$ cat src/rtl/mips32_mem_pkg.sv
// Shared constants and encodings for the pipe_MIPS32 unified-memory arbiter.
package mips32_mem_pkg;

    localparam int DEF_AW = 10;
    localparam int DEF_DW = 32;

    // Which requester owns the transaction in flight.
    typedef enum logic {
        OWN_IF = 1'b0,
        OWN_DM = 1'b1
    } owner_t;

    // Arbiter sequencing states.
    typedef enum logic [1:0] {
        ST_IDLE   = 2'd0,
        ST_ACCESS = 2'd1,
        ST_WAIT   = 2'd2,
        ST_RESP   = 2'd3
    } state_t;

endpackage

$ cat src/rtl/mips32_arb_pick.sv
// Combinational arbitration decision: data port normally beats fetch, except
// when fetch has lost often enough that the starvation limit forces it through.
module mips32_arb_pick
    import mips32_mem_pkg::*;
(
    input  logic   if_elig,
    input  logic   dm_req,
    input  logic   starve_hit,
    output logic   grant_valid,
    output owner_t owner
);

    assign grant_valid = if_elig | dm_req;
    assign owner       = (dm_req && !(if_elig && starve_hit)) ? OWN_DM : OWN_IF;

endmodule

$ cat src/rtl/mips32_mem_arbiter.sv
// Single-port memory arbiter sharing one fixed-latency memory between the
// IF fetch port and the MEM load/store port. One transaction in flight.
// Optional wait-cycle statistics are enabled by defining MIPS32_MEM_ARB_STATS_EN.
module mips32_mem_arbiter
    import mips32_mem_pkg::*;
#(
    parameter int AW         = DEF_AW,
    parameter int DW         = DEF_DW,
    parameter int MEM_LAT    = 2,
    parameter int STARVE_MAX = 3
)(
    input  logic          clk,
    input  logic          rst,
    input  logic          halted,
    input  logic          if_req,
    input  logic [AW-1:0] if_addr,
    output logic          if_gnt,
    output logic          if_rvalid,
    output logic [DW-1:0] if_rdata,
    input  logic          dm_req,
    input  logic          dm_we,
    input  logic [AW-1:0] dm_addr,
    input  logic [DW-1:0] dm_wdata,
    output logic          dm_gnt,
    output logic          dm_rvalid,
    output logic [DW-1:0] dm_rdata,
    output logic          mem_en,
    output logic          mem_we,
    output logic [AW-1:0] mem_addr,
    output logic [DW-1:0] mem_wdata,
`ifdef MIPS32_MEM_ARB_STATS_EN
    output logic [31:0]   stat_if_wait,
    output logic [31:0]   stat_dm_wait,
`endif
    input  logic [DW-1:0] mem_rdata
);

    localparam logic [3:0] LAT_LOAD   = 4'(MEM_LAT - 1);
    localparam logic [3:0] STARVE_LIM = 4'(STARVE_MAX);

    state_t        state_q;
    owner_t        owner_q;
    logic          we_q;
    logic [3:0]    lat_cnt_q;
    logic [3:0]    starve_q;
    logic          if_gnt_q, dm_gnt_q, if_rvalid_q, dm_rvalid_q;
    logic          mem_en_q, mem_we_q;
    logic [AW-1:0] mem_addr_q;
    logic [DW-1:0] mem_wdata_q;

    logic          if_elig_d;
    logic          grant_valid_d;
    owner_t        pick_owner_d;

    // A halted core may not start new fetches; in-flight ones still finish.
    assign if_elig_d = if_req & ~halted;

    mips32_arb_pick u_pick (
        .if_elig     (if_elig_d),
        .dm_req      (dm_req),
        .starve_hit  (starve_q == STARVE_LIM),
        .grant_valid (grant_valid_d),
        .owner       (pick_owner_d)
    );

    // Main sequencer: arbitration in IDLE, strobe in ACCESS, latency countdown,
    // one-cycle response. Pulse outputs default low every cycle.
    always_ff @(posedge clk) begin
        if (rst) begin
            state_q     <= ST_IDLE;
            owner_q     <= OWN_IF;
            we_q        <= 1'b0;
            lat_cnt_q   <= '0;
            starve_q    <= '0;
            if_gnt_q    <= 1'b0;
            dm_gnt_q    <= 1'b0;
            if_rvalid_q <= 1'b0;
            dm_rvalid_q <= 1'b0;
            mem_en_q    <= 1'b0;
            mem_we_q    <= 1'b0;
            mem_addr_q  <= '0;
            mem_wdata_q <= '0;
        end else begin
            if_gnt_q    <= 1'b0;
            dm_gnt_q    <= 1'b0;
            if_rvalid_q <= 1'b0;
            dm_rvalid_q <= 1'b0;
            mem_en_q    <= 1'b0;
            mem_we_q    <= 1'b0;
            case (state_q)
                ST_IDLE: begin
                    if (grant_valid_d) begin
                        owner_q  <= pick_owner_d;
                        state_q  <= ST_ACCESS;
                        mem_en_q <= 1'b1;
                        if (pick_owner_d == OWN_DM) begin
                            dm_gnt_q    <= 1'b1;
                            we_q        <= dm_we;
                            mem_we_q    <= dm_we;
                            mem_addr_q  <= dm_addr;
                            mem_wdata_q <= dm_wdata;
                            // Only a fetch that actually competed and lost counts.
                            if (if_elig_d) begin
                                starve_q <= starve_q + 4'd1;
                            end
                        end else begin
                            if_gnt_q   <= 1'b1;
                            we_q       <= 1'b0;
                            mem_addr_q <= if_addr;
                            starve_q   <= '0;
                        end
                    end
                end
                ST_ACCESS: begin
                    lat_cnt_q <= LAT_LOAD;
                    if (MEM_LAT == 1) begin
                        state_q     <= ST_RESP;
                        if_rvalid_q <= (owner_q == OWN_IF);
                        dm_rvalid_q <= (owner_q == OWN_DM);
                    end else begin
                        state_q <= ST_WAIT;
                    end
                end
                ST_WAIT: begin
                    if (lat_cnt_q <= 4'd1) begin
                        state_q     <= ST_RESP;
                        if_rvalid_q <= (owner_q == OWN_IF);
                        dm_rvalid_q <= (owner_q == OWN_DM);
                    end else begin
                        lat_cnt_q <= lat_cnt_q - 4'd1;
                    end
                end
                ST_RESP: begin
                    state_q <= ST_IDLE;
                end
                default: begin
                    state_q <= ST_IDLE;
                end
            endcase
        end
    end

    assign if_gnt    = if_gnt_q;
    assign dm_gnt    = dm_gnt_q;
    assign if_rvalid = if_rvalid_q;
    assign dm_rvalid = dm_rvalid_q;
    assign mem_en    = mem_en_q;
    assign mem_we    = mem_we_q;
    assign mem_addr  = mem_addr_q;
    assign mem_wdata = mem_wdata_q;

    // Read data arrives in the response cycle itself, so it is passed through
    // gated by the valid pulse; store acks return zero.
    assign if_rdata = if_rvalid_q ? mem_rdata : '0;
    assign dm_rdata = (dm_rvalid_q && !we_q) ? mem_rdata : '0;

`ifdef MIPS32_MEM_ARB_STATS_EN
    logic [31:0] stat_if_q, stat_dm_q;

    // Saturating counts of cycles each requester spends asking without a grant.
    always_ff @(posedge clk) begin
        if (rst) begin
            stat_if_q <= '0;
            stat_dm_q <= '0;
        end else begin
            if (if_req && !if_gnt_q && (stat_if_q != 32'hFFFF_FFFF)) begin
                stat_if_q <= stat_if_q + 32'd1;
            end
            if (dm_req && !dm_gnt_q && (stat_dm_q != 32'hFFFF_FFFF)) begin
                stat_dm_q <= stat_dm_q + 32'd1;
            end
        end
    end

    assign stat_if_wait = stat_if_q;
    assign stat_dm_wait = stat_dm_q;
`endif

endmodule

$ cat config.mk
export PLATFORM = sky130hd
export DESIGN_NAME = mips32_mem_arbiter
export DESIGN_NICKNAME = d
export VERILOG_FILES = /design/src/rtl/mips32_mem_pkg.sv /design/src/rtl/mips32_arb_pick.sv /design/src/rtl/mips32_mem_arbiter.sv
export SDC_FILE = /design/constraint.sdc
export NUM_CORES = 1
export LEC_CHECK = 0
export ABC_AREA = 1
export CAP_MARGIN = 30
export CORE_MARGIN = 4
export CORE_UTILIZATION = 40
export DETAILED_ROUTE_END_ITERATION = 10
export PLACE_DENSITY = 0.95
export SLEW_MARGIN = 20
export SYNTH_ARGS = -nofsm -noshare
export SYNTH_HDL_FRONTEND = slang
export SYNTH_SLANG_ARGS = --single-unit
$ cat constraint.sdc
create_clock -name clk -period 2.4 [get_ports clk]
set_clock_uncertainty 0.05 [all_clocks]
set_input_delay 0.48 -clock clk [delete_from_list [all_inputs] [get_ports clk]]
set_output_delay 0.48 -clock clk [all_outputs]
set_load 0.01 [all_outputs]
; ---- After elaboration in Yosys (flattened, before gate mapping)
; Index checks and enable logic that the tools add are counted.
[word_totals]
register_bits = 60
input_bits = 90
output_inout_bits = 112
elab_cells = 62
[op_classes]
add_sub_neg = 2
n_lt_le_gt_ge = 1
eq_ne = 8
mux = 15
bitwise_logic = 8
n_reduce_logical = 15
[op_table]
columns = op, n
row1 = 32-bit two-way mux, 2
row2 = 4-bit two-way mux, 3
row3 = 10-bit two-way mux, 1
row4 = 2-bit case mux with 4 select lines, 1
row5 = 4-bit case mux with 2 select lines, 1
row6 = "2-bit inequality test, second input constant", 3
row7 = 1-bit NOT, 6
row8 = 2-bit AND reduction, 3
row9 = 3-bit AND reduction, 2
row10 = 3-bit OR reduction, 2
row11 = 1-bit two-way mux, 5
row12 = "4-bit by 1-bit adder with 4-bit output, second input constant", 1
row13 = "2-bit equality test, second input constant", 2
row14 = "4-bit by 2-bit equality test with 1-bit output, second input constant", 1
row15 = "4-bit by 1-bit less-or-equal comparator with 1-bit output, second input constant", 1
row16 = 2-bit two-way mux, 2
row17 = "4-bit by 1-bit subtractor with 4-bit output, second input constant", 1
row18 = 1-bit logical AND, 3
row19 = "2-bit by 1-bit equality test with 1-bit output, second input constant", 1
row20 = 1-bit logical NOT, 2
row21 = 2-bit logical NOT, 1
row22 = "2-bit by 1-bit inequality test with 1-bit output, second input constant", 1
row23 = 2-bit nonzero test, 1
row24 = 2-bit OR reduction, 1
row25 = 2 further kinds, 2

; ---- Logic depth before layout (Yosys ltp)
; Gate-level depths: netlist (run 1).
[depth]
word_depth = 8
depth_mapped = 9
depth_no_buf = 9

; ---- By module
; Synthesis (run 1) repeated with hierarchy kept, for this count alone.
[unflattened]
hier_cells = 446
hier_area_um2 = 2886.5
[modules_own_cells]
columns = module, n_inst, cells_each, area_per_inst_um2, seq_area_each_um2
row1 = mips32_mem_arbiter, 1, 443, 2871.5, 1201.2
row2 = mips32_arb_pick, 1, 3, 15.0, 0.0

; ---- Least setup slack after synthesis (run 1)
; Ideal clock, no wire load.
[synth_path]
kind = reg-to-output
start = register if_rvalid_q (netlist: if_rvalid)
end = output port if_rdata[10]
arrival_ps = 869
required_ps = 1870
setup_slack_ps = 1001
path_stages_with_launch = 4
path_buffers = 1
cell_sequence = dfxtp_1 > clkbuf_1 > nand2_1 > inv_1
[synth_via]
elab_chain_len = 1
[synth_lines]
columns = element, line
row1 = start: declaration, mips32_mem_arbiter.sv:46  ; logic if_gnt_q, dm_gnt_q, if_rvalid_q, dm_rvalid_q;
row2 = start signal: assignment, mips32_mem_arbiter.sv:118  ; if_rvalid_q <= (owner_q == OWN_IF);
row3 = start signal: assignment, mips32_mem_arbiter.sv:127  ; if_rvalid_q <= (owner_q == OWN_IF);
row4 = 32-bit two-way mux, mips32_mem_arbiter.sv:154  ; assign if_rdata = if_rvalid_q ? mem_rdata : '0;
row5 = end: declaration, mips32_mem_arbiter.sv:19  ; output logic [DW-1:0] if_rdata,
; Every way passes these cells.

; ---- Worst setup path in the final report (run 1)
[layout_path]
start = input port mem_rdata[10]
end = output port dm_rdata[10]
[layout_via]
elab_chain_len = 1
[layout_lines]
columns = element, line
row1 = start: declaration, mips32_mem_arbiter.sv:35  ; input logic [DW-1:0] mem_rdata
row2 = 32-bit two-way mux, mips32_mem_arbiter.sv:155  ; assign dm_rdata = (dm_rvalid_q && !we_q) ? mem_rdata : '0;
row3 = end: declaration, mips32_mem_arbiter.sv:26  ; output logic [DW-1:0] dm_rdata,
; Every way passes these cells.

==> results.py, run 1 <==
metrics = {
    "run_status": {
        "status": "finished clean",
    },
    "place": {
        "io_buffers": 201,
        "routabilityCongestion": 0.878,
        "dp.cells": 822,
        "dp_hpwl_mm": 7.91,
    },
    "timing": {
        "relSlewSlack_pct": 67.3,
        "finalHoldViolations": 0,
        "post-route-period-util_pct": 94.3,
        "timing.fmax_ghz": 0.442,
        "period_needed_ns": 2.26,
        "slew_viol_final": 0,
        "rsz0062_at_grt": "no",
        "tightest_slew_ns": 0.491,
        "setup_tns_ns": 0,
        "setup_violations": 0,
    },
    "worst_setup_path": {
        "endpoint_kind": "output pin",
        "r2r-start": "state_q[0]",
        "crit_required_ns": 1.87,
        "timing_worst_setup_path_type": "in2out",
        "startpoint": "mem_rdata[10]",
        "critPathMaxFanout": 2,
        "worstSetupStartpointType": "input pin",
        "critPathArrivalTime_ns": 1.73,
        "reg2reg_slack_ns": 0.83,
    },
    "cts": {
        "root_buffer": "clkbuf_8",
        "clkTransAtPathRegs_ns": 0.06,
        "ctsHtreeMaxLevel": 3,
        "cts_hold_buf": 0,
        "cts_setup_buffers": 0,
        "cts-resized-gates": 0,
        "clkLatencyLatePin_ns": 0.32,
        "clock-sinks": 60,
        "cts_tree": "done",
        "cts_buffers": 9,
        "cts.path.max_buffers": 2,
    },
    "global_routing": {
        "grt_pass1_vias": 3556,
        "grt_usage_pct": 20.8,
        "grt-ovfl-total": 0,
        "grt_pass1_wl_mm": 16.2,
        "grt_max_degree": 66,
        "antenna_found_initial": 0,
    },
    "synthesis": {
        "synth_top_cell_area_share_pct": 37.7,
        "postSynth.asyncResetShare_pct": 0,
        "synthFlopType": "dfxtp_1",
        "avgSynthCellArea_um2": 5.94,
        "synth_fp_nets": 632,
        "synth.most_common_cell": "nor2_1",
        "synthDistinctLibCells": 23,
        "ys_ff_latch": 60,
        "yosys_warnings": 0,
        "yosys.area.top_type": "dfxtp_1",
        "syn_area_mm2": 0.00318,
        "synth-seq-area-share_pct": 37.7,
        "synth-edff-count": 0,
        "synthTopCellsByArea": "dfxtp_1 (38%), nor2_1 (16%), nand2_1 (15%), inv_1 (15%), a21oi_1 (2.5%)",
        "synth_commonest_cells": "nor2_1 (133), nand2_1 (128), inv_1 (125)",
        "syn_inst": 536,
    },
    "route": {
        "ant_nets": 0,
        "drtIter0Drc": 131,
        "drt-total-wl_mm": 9.95,
        "drc": 0,
        "vias": 3663,
        "drtPass1Iterations": 4,
        "via_per_inst": 4.38,
        "wl_per_cell_um": 11.9,
    },
    "power": {
        "power_frac_clock_pct": 19.9,
        "power_density_mw_per_mm2": 809,
        "power_switching_share_pct": 36.8,
        "combPwrFrac_pct": 47.7,
        "p_switching_mw": 1.62,
        "p_int_mw": 2.79,
        "ir_drop_mv": 0.600,
        "sequentialPowerShare_pct": 32.4,
        "p_leak_nw": 2.80,
    },
    "layout": {
        "drive_above_1_share_pct": 3.67,
        "utilization_pct": 70.6,
        "area_growth_pct": 71.3,
        "n_antenna_cell": 0,
        "layoutNonFillerInstCount": 837,
        "nets": 827,
    },
    "die": {
        "core_mm2": 0.00773,
        "num_io_pins": 202,
        "rows": 32,
        "dieWidth_um": 97.2,
        "die_area_mm2": 0.00945,
        "die_height_um": 97.2,
        "start_util_pct": 41.2,
    },
    "hold_path": {
        "min_from": "owner_q",
        "min_path_type": "reg2reg",
    },
    "flow_run": {
        "drv_cap": 0,
    },
}
==> area by class of cell <==
class / count / area, um2
Fill cell: 590 / 2270
Timing Repair Buffer: 208 / 2080
Multi-Input combinational cell: 326 / 1380
Sequential cell: 60 / 1200
Inverter: 126 / 473
Clock buffer: 11 / 141
Tap cell: 102 / 128
Clock inverter: 4 / 50.0
==> cell families after synthesis <==
logic type | after synthesis | synth area share, %
AOI/OAI and AO/OA | 31 | 4.99
xor gates and xnor gates | 4 | 1.10
adders and majority gates | 6 | 2.36
buffers and inverters | 150 | 18.8
DFF | 60 | 37.7
and+or+nand+nor | 285 | 35.0
==> cells in the final DEF (no fill, tap or decap) <==
cell / count
clkdlybuf4s50_1: 201
nor2_1: 133
nand2_1: 128
inv_1: 125
dfxtp_1: 60
a21oi_1: 16
nand3_1: 16
clkbuf_8: 10
o21ai_1: 9
ha_1: 6
buf_4: 6
o21ai_0: 5
xor2_1: 3
nand3_2: 2
nor3_1: 2
nand4_1: 2
clkinvlp_4: 2
inv_2: 1
a21oi_2: 1
nor2_2: 1
xnor2_1: 1
or2_2: 1
bufinv_16: 1
clkbuf_1: 1
clkinv_2: 1
buf_12: 1
==> state kept, by name, summed over array words and instances (netlist names) <==
name and flops:
mem_we 1, if_gnt 1, state_q 2, if_rvalid 1
dm_gnt 1, dm_rvalid 1, lat_cnt_q 4, mem_wdata 32
owner_q 1, mem_en 1, mem_addr 10, we_q 1
starve_q 4
==> final timing paths <==
check	to	cells past startpoint
worst max-delay path	dm_rdata[10]	4
worst min-delay path	dm_rvalid	2
worst max register to register	if_gnt	7
worst min register to register	dm_rvalid	2
==> per-stage QoR <==
| stage | setup slack (ns) | area [um2] | power [mW] | hold slack, ns |
|---|---|---|---|---|
| 5_1_grt | 0.0851 | 5450 | 4.77 | 0.425 |
| 3_5_place_dp | 0.135 | 5260 | 3.55 | 0.402 |
| 4_1_cts | 0.135 | 5450 | 4.45 | 0.414 |
| 3_3_place_gp | 0.210 | 5260 | 3.45 | 0.390 |
| 6_report | 0.138 | 5450 | 4.41 | 0.411 |
| 2_1_floorplan | 1.00 | 3180 | 2.62 | 0.363 |
==> per-layer routing <==
| metal | GRT usage, % | wire (um) | vias to the layer above |
|---|---|---|---|
| met5 | 0 | 0 | - |
| met1 | 20.6 | 3690 | 1559 |
| met4 | 8.31 | 261 | 0 |
| met3 | 7.61 | 949 | 25 |
| met2 | 39.0 | 5050 | 163 |
| li1 | - | - | 1916 |
==> critical path: stages <==
cell             delay, ns
clkdlybuf4s50_1       0.50
inv_1                 0.06
nor2_1                0.14
clkdlybuf4s50_1       0.56
==> power groups by stage <==
stage / Sequential [mW] / Combinational [mW] / Clock (mW)
final: 1.43 / 2.11 / 0.876
after global routing: 1.46 / 2.36 / 0.946
after CTS: 1.43 / 2.12 / 0.899
after detailed placement: 1.44 / 2.11 / 0
after global placement: 1.43 / 2.03 / 0
after floorplan: 1.54 / 1.08 / 0
(Power assumes the default switching activity.)
==> run 2: changes to the inputs <==
Settings changed: CORE_UTILIZATION 40 to 38, SYNTH_HIERARCHICAL set to 1.
==> run 2 against run 1 <==
  * Die area fell by 4.2%
  * Global-route usage rose by 1.7 points
  * Largest cell class unchanged
  * Largest power group unchanged
  * Power shrank 13%
  * Hold slack worse by 0.0026 ns
==> results.py, run 2 <==
metrics = {
    "global_routing": {
        "grt_max_degree": 36,
        "grt-ovfl-total": 0,
        "grt_pass1_wl_mm": 15.8,
        "grt_pass1_vias": 3450,
        "grt_usage_pct": 22.5,
        "antenna_found_initial": 1,
    },
    "worst_setup_path": {
        "critPathTopFamily": "buffers and inverters",
        "timing.rr.end": "mem_addr[5]",
        "slowest_delay_ns": 0.58,
        "crit_path_top_delay_cell": "clkdlybuf4s50_1",
        "endpoint": "dm_rdata[12]",
        "crit_chain": "clkdlybuf4s50_1 -> inv_1 -> nor2_1 -> clkdlybuf4s50_1",
        "worst-path-stages": 4,
        "r2r-start": "starve_q[0]",
        "endpoint_kind": "output pin",
        "critPathMaxFanout": 2,
        "cp_common_cell": "clkdlybuf4s50_1",
        "startpoint": "mem_rdata[12]",
        "reg2reg_depth": 7,
        "worstSetupStartpointType": "input pin",
        "timing_worst_setup_path_type": "in2out",
        "critPathBufInv": 3,
        "reg2reg_slack_ns": 0.45,
        "critPathArrivalTime_ns": 1.76,
        "crit_required_ns": 1.87,
    },
    "synthesis": {
        "yosys.area.top_type": "dfxtp_1",
        "postSynth.asyncResetShare_pct": 0,
        "synth-seq-area-share_pct": 41.6,
        "synthFlopType": "dfxtp_1",
        "synthTopCellsByArea": "dfxtp_1 (42%), nor2_1 (14%), nand2_1 (11%), inv_1 (11%), o21ai_0 (5.0%)",
        "ys_ff_latch": 60,
        "yosys_warnings": 6,
        "avgSynthCellArea_um2": 6.47,
        "synth_top_cell_area_share_pct": 41.6,
        "synth-edff-count": 0,
        "synth.most_common_cell": "nor2_1",
        "syn_inst": 446,
        "synthDistinctLibCells": 28,
        "synth_commonest_cells": "nor2_1 (110), nand2_1 (88), inv_1 (84)",
        "syn_area_mm2": 0.00289,
        "synth_fp_nets": 542,
    },
    "route": {
        "drt-total-wl_mm": 10.5,
        "drtIter0Drc": 143,
        "drtPass1Iterations": 4,
        "wl_per_cell_um": 14.0,
        "via_per_inst": 4.61,
        "drc": 0,
        "ant_nets": 0,
        "vias": 3474,
    },
    "timing": {
        "setup_violations": 0,
        "rsz0062_at_grt": "no",
        "tightest_slew_ns": 0.426,
        "slew_viol_final": 0,
        "finalHoldViolations": 0,
        "relSlewSlack_pct": 71.6,
        "timing.fmax_ghz": 0.436,
        "setup_tns_ns": 0,
        "period_needed_ns": 2.29,
        "finalWorstSetupSlack_ns": 0.107,
        "post-route-period-util_pct": 95.5,
    },
    "die": {
        "rows": 31,
        "die_area_mm2": 0.00905,
        "die_height_um": 95.2,
        "start_util_pct": 39.4,
        "dieWidth_um": 95.2,
        "num_io_pins": 202,
        "core_mm2": 0.00733,
    },
    "cts": {
        "cts.path.max_buffers": 2,
        "cts_setup_buffers": 0,
        "cts_buffers": 9,
        "ctsHtreeMaxLevel": 3,
        "root_buffer": "clkbuf_8",
        "cts_hold_buf": 0,
        "clkTransAtPathRegs_ns": 0.07,
        "clock-sinks": 60,
        "clkLatencyLatePin_ns": 0.32,
        "cts_tree": "done",
        "cts-resized-gates": 0,
    },
    "place": {
        "place_ws_ns": 0.110,
        "dp_hpwl_mm": 8.36,
        "routabilityCongestion": 0.858,
        "io_buffers": 201,
    },
    "layout": {
        "largest_reg_flops": 32,
        "drive_above_1_share_pct": 4.59,
        "final_cell_mix": "clkdlybuf4s50_1 (201), nor2_1 (110), nand2_1 (88)",
        "area_growth_pct": 81.2,
        "layout_commonest_cell": "clkdlybuf4s50_1",
        "nets": 744,
    },
    "power": {
        "p_leak_nw": 2.50,
        "power_density_mw_per_mm2": 733,
        "ir_drop_mv": 0.620,
    },
    "hold_path": {
        "min_path_type": "reg2reg",
    },
    "run_status": {
        "status": "finished clean",
    },
    "flow_run": {
        "drv_cap": 0,
    },
}
run 2: routing by layer:
| metal | wire length (um) | part of all wire, % | track usage, % |
|---|---|---|---|
| met1 | 3600 | 34 | 21.3 |
| met2 | 5260 | 50 | 41.1 |
| met3 | 1380 | 13 | 10.7 |
| met4 | 280 | 2.7 | 9.50 |
| met5 | 0 | 0 | 0 |
run 2: how the worst min path moves through the flow:
| stage | cells after the start | slack (ns) | startpoint | to |
|---|---|---|---|---|
| 6_report | 1 | 0.41 | owner_q | if_rvalid |
| 5_1_grt | 1 | 0.44 | owner_q | if_rvalid |
| 4_1_cts | 1 | 0.40 | owner_q | if_rvalid |
| 3_5_place_dp | 1 | 0.39 | owner_q | if_rvalid |
| 3_3_place_gp | 1 | 0.38 | owner_q | if_rvalid |
| 2_1_floorplan | 1 | 0.37 | owner_q | if_rvalid |
run 2: final cells by class:
| cell class | instances | area [um2] |
|---|---|---|
| Sequential cell | 60 | 1200 |
| Inverter | 86 | 323 |
| Multi-Input combinational cell | 280 | 1250 |
| Tap cell | 99 | 124 |
| Clock inverter | 4 | 72.6 |
| Timing Repair Buffer | 211 | 2110 |
| Fill cell | 537 | 2100 |
| Clock buffer | 12 | 145 |
| Antenna cell | 1 | 2.50 |
run 2: stage by stage:
| stage | instance area [um2] | util [%] | std cells | power [mW] | hold WS (ns) |
|---|---|---|---|---|---|
| global placement | 5010 | 68.4 | 736 | 2.78 | 0.383 |
| CTS | 5230 | 71.3 | 752 | 3.85 | 0.401 |
| finish | 5230 | 71.4 | 753 | 3.83 | 0.408 |
| detailed placement | 5010 | 68.4 | 736 | 2.84 | 0.386 |
| global route | 5230 | 71.4 | 753 | 4.06 | 0.440 |
| floorplan | 2890 | - | 446 | 2.09 | 0.367 |
run 2: cells by family after synthesis:
logic type	share of synthesized area (%)
AND/OR/NAND/NOR	30.2
buffers and inverters	15.0
flip-flops	41.6
AO/OA/AOI/OAI	10.3
adder cells (fa/ha/maj)	2.60
XOR/XNOR	0.303
run 2: power breakdown:
group / internal (mW) / switching (mW)
sequential: 1.20 / 0.116
clock: 0.612 / 0.383
combinational: 0.745 / 0.775
==> run 3: changes to the inputs <==
Settings changed: ABC_AREA 1 to not set, CORE_UTILIZATION 38 to 37.
==> run 3 against run 2 <==
  * Clock power rose by 6%
  * Hold slack got worse by 0.0031 ns
  * Routed wire length fell by 8.1%
  * Critical path depth did not move
  * Power fell by 2.7%
  * Fmax rose by 1.3%
  * Utilization fell by 0.50 points
  * Flip-flop and latch count did not move
  * Via count fell by 10%
  * Count of clock-buffer cells in the layout did not move
  * Critical endpoint is now dm_rdata[21]
  * Largest cell class unchanged
==> results.py, run 3 <==
metrics = {
    "die": {
        "core_mm2": 0.00729,
        "rows": 31,
        "die_height_um": 94.9,
        "dieWidth_um": 94.9,
        "die_area_mm2": 0.00901,
        "start_util_pct": 38.3,
        "num_io_pins": 202,
    },
    "flow_run": {
        "drv_cap": 0,
    },
    "cts": {
        "ctsHtreeMaxLevel": 3,
        "clkLatencyLatePin_ns": 0.33,
        "cts_tree": "done",
        "clkTransAtPathRegs_ns": 0.07,
        "cts_setup_buffers": 0,
        "cts_buffers": 9,
        "clock-sinks": 60,
        "cts.path.max_buffers": 2,
        "root_buffer": "clkbuf_8",
    },
    "timing": {
        "setup_violations": 0,
        "period_needed_ns": 2.26,
        "finalWorstSetupSlack_ns": 0.136,
        "fin_hold_ws_ns": 0.405,
        "relSlewSlack_pct": 54.6,
        "tightest_slew_ns": 0.682,
        "setup_tns_ns": 0,
        "finalHoldViolations": 0,
        "timing.fmax_ghz": 0.442,
        "post-route-period-util_pct": 94.3,
        "slew_viol_final": 0,
        "rsz0062_at_grt": "no",
    },
    "synthesis": {
        "synth_fp_nets": 444,
        "synth-seq-area-share_pct": 43.0,
        "synthTopCellsByArea": "dfxtp_1 (43%), and2_1 (15%), nand2_1 (9.1%), a21oi_1 (6.8%), mux2i_1 (3.9%)",
        "avgSynthCellArea_um2": 8.03,
        "synth.most_common_cell": "nand2_1",
        "synthDistinctLibCells": 35,
        "syn_inst": 348,
        "synth_commonest_cells": "nand2_1 (68), and2_1 (66), dfxtp_1 (60)",
        "synth-edff-count": 0,
        "yosys_warnings": 6,
        "synth_top_cell_area_share_pct": 43.0,
        "syn_area_mm2": 0.00280,
        "synthFlopType": "dfxtp_1",
        "ys_ff_latch": 60,
        "yosys.area.top_type": "dfxtp_1",
        "postSynth.asyncResetShare_pct": 0,
    },
    "layout": {
        "utilization_pct": 70.9,
        "layout_commonest_cell": "clkdlybuf4s50_1",
        "largest_reg_flops": 32,
        "drive_above_1_share_pct": 5.43,
        "nets": 644,
        "layoutNonFillerInstCount": 653,
        "fillers": 572,
        "area_growth_pct": 84.9,
        "final_cell_area_mm2": 0.00517,
        "final_cell_mix": "clkdlybuf4s50_1 (200), nand2_1 (68), and2_1 (66)",
    },
    "worst_setup_path": {
        "endpoint_kind": "output pin",
        "reg2reg_slack_ns": 0.50,
        "crit_required_ns": 1.87,
        "critPathMaxFanout": 32,
        "timing.rr.end": "mem_wdata[18]",
        "critPathArrivalTime_ns": 1.73,
        "timing_worst_setup_path_type": "reg2out",
        "reg2reg_depth": 8,
        "worstSetupStartpointType": "flip-flop",
        "r2r-start": "starve_q[0]",
    },
    "power": {
        "p_int_mw": 2.57,
        "ir_drop_mv": 0.499,
        "combPwrFrac_pct": 38.1,
        "power_mw": 3.73,
        "power_frac_clock_pct": 28.2,
        "power_switching_share_pct": 31.0,
        "p_switching_mw": 1.16,
        "p_leak_nw": 1.97,
        "power_density_mw_per_mm2": 722,
        "sequentialPowerShare_pct": 33.7,
    },
    "hold_path": {
        "min_from": "mem_wdata[13]",
        "worst_hold_path.endpoint": "mem_wdata[13]",
        "min_path_type": "reg2reg",
        "whs_path_depth": 2,
    },
    "global_routing": {
        "grt_pass1_vias": 3030,
        "grt_usage_pct": 20.7,
        "grt_pass1_wl_mm": 14.5,
        "grt_max_degree": 39,
        "antenna_found_initial": 2,
        "grt-ovfl-total": 0,
    },
    "place": {
        "io_buffers": 201,
        "routabilityCongestion": 0.871,
        "postPlaceCellArea_mm2": 0.00492,
        "dp_hpwl_mm": 7.78,
        "place_ws_ns": 0.127,
        "dp.cells": 636,
    },
    "run_status": {
        "status": "finished clean",
    },
    "route": {
        "wl_per_cell_um": 14.8,
        "drtPass1Iterations": 4,
        "drtIter0Drc": 108,
        "vias": 3114,
        "drc": 0,
        "via_per_inst": 4.77,
        "drt-total-wl_mm": 9.67,
        "ant_nets": 0,
    },
}
## run 3: cell types whose count changed in the layout (fill, tap and decap cells not counted), moves of 7 or more
cell and change:
nor2_1 -89, inv_1 -78, and2_1 +66, a21oi_1 +28
o21ai_0 -25, nand2_1 -20, mux2i_1 +11, a211oi_1 +10
nand3_1 -8, a31oi_1 -7
## run 3: critical path: stages, from the launching register on
cell             delay (ns)
dfxtp_1                0.32
nor2b_1                0.15
buf_6                  0.21
and2_1                 0.16
clkdlybuf4s50_1        0.57
## run 3: worst max-delay path by stage
stage                   start       endpoint  cells past startpoint
finish              dm_rvalid   dm_rdata[21]                      4
global route        dm_rvalid   dm_rdata[21]                      4
CTS                 dm_rvalid   dm_rdata[21]                      4
detailed placement     if_req    mem_addr[1]                      7
global placement       if_req    starve_q[3]                      7
floorplan              if_req  mem_wdata[26]                      9
## run 3: power by group through the flow
stage / Sequential, mW / Combinational [mW] / Clock [mW]
4_1_cts: 1.26 / 1.44 / 1.08
3_5_place_dp: 1.28 / 1.42 / 0
2_1_floorplan: 1.33 / 0.660 / 0
3_3_place_gp: 1.27 / 1.37 / 0
6_report: 1.26 / 1.42 / 1.05
5_1_grt: 1.28 / 1.56 / 1.11
## run 3: logic make-up (layout without fill, tap and decap cells)
group	after synthesis	after routing	synth area share (%)
AND/OR/NAND/NOR	180	180	32.6
adder cells (fa/ha/maj)	6	6	2.69
flip-flops	60	60	43.0
multiplexers	11	11	3.94
other	0	2	0
AO/OA/AOI/OAI	61	61	12.8
buffers and inverters	30	234	4.97
## run 3: final cells by class
cell class	count	area, um2	area share, %
Antenna cell	2	5.00	0.0969
Clock buffer	12	165	3.20
Clock inverter	3	68.8	1.33
Inverter	6	22.5	0.436
Multi-Input combinational cell	258	1460	28.2
Sequential cell	60	1200	23.2
Tap cell	99	124	2.40
Timing Repair Buffer	213	2130	41.1
## run 3: what timing repair did
item,4_1_cts,5_1_grt
endpoints found under the setup margin,0,1
hold endpoints to repair,0,0
gates resized for setup,0,1
hold buffers,0,0
## run 3: routing by layer
| layer | track usage, % | vias to the layer above | wire length (um) |
|---|---|---|---|
| met5 | 0 | - | 0 |
| met2 | 40.4 | 141 | 5280 |
| met4 | 8.41 | 0 | 187 |
| met1 | 19.0 | 1415 | 3200 |
| met3 | 7.73 | 19 | 1000 |
| li1 | - | 1539 | - |
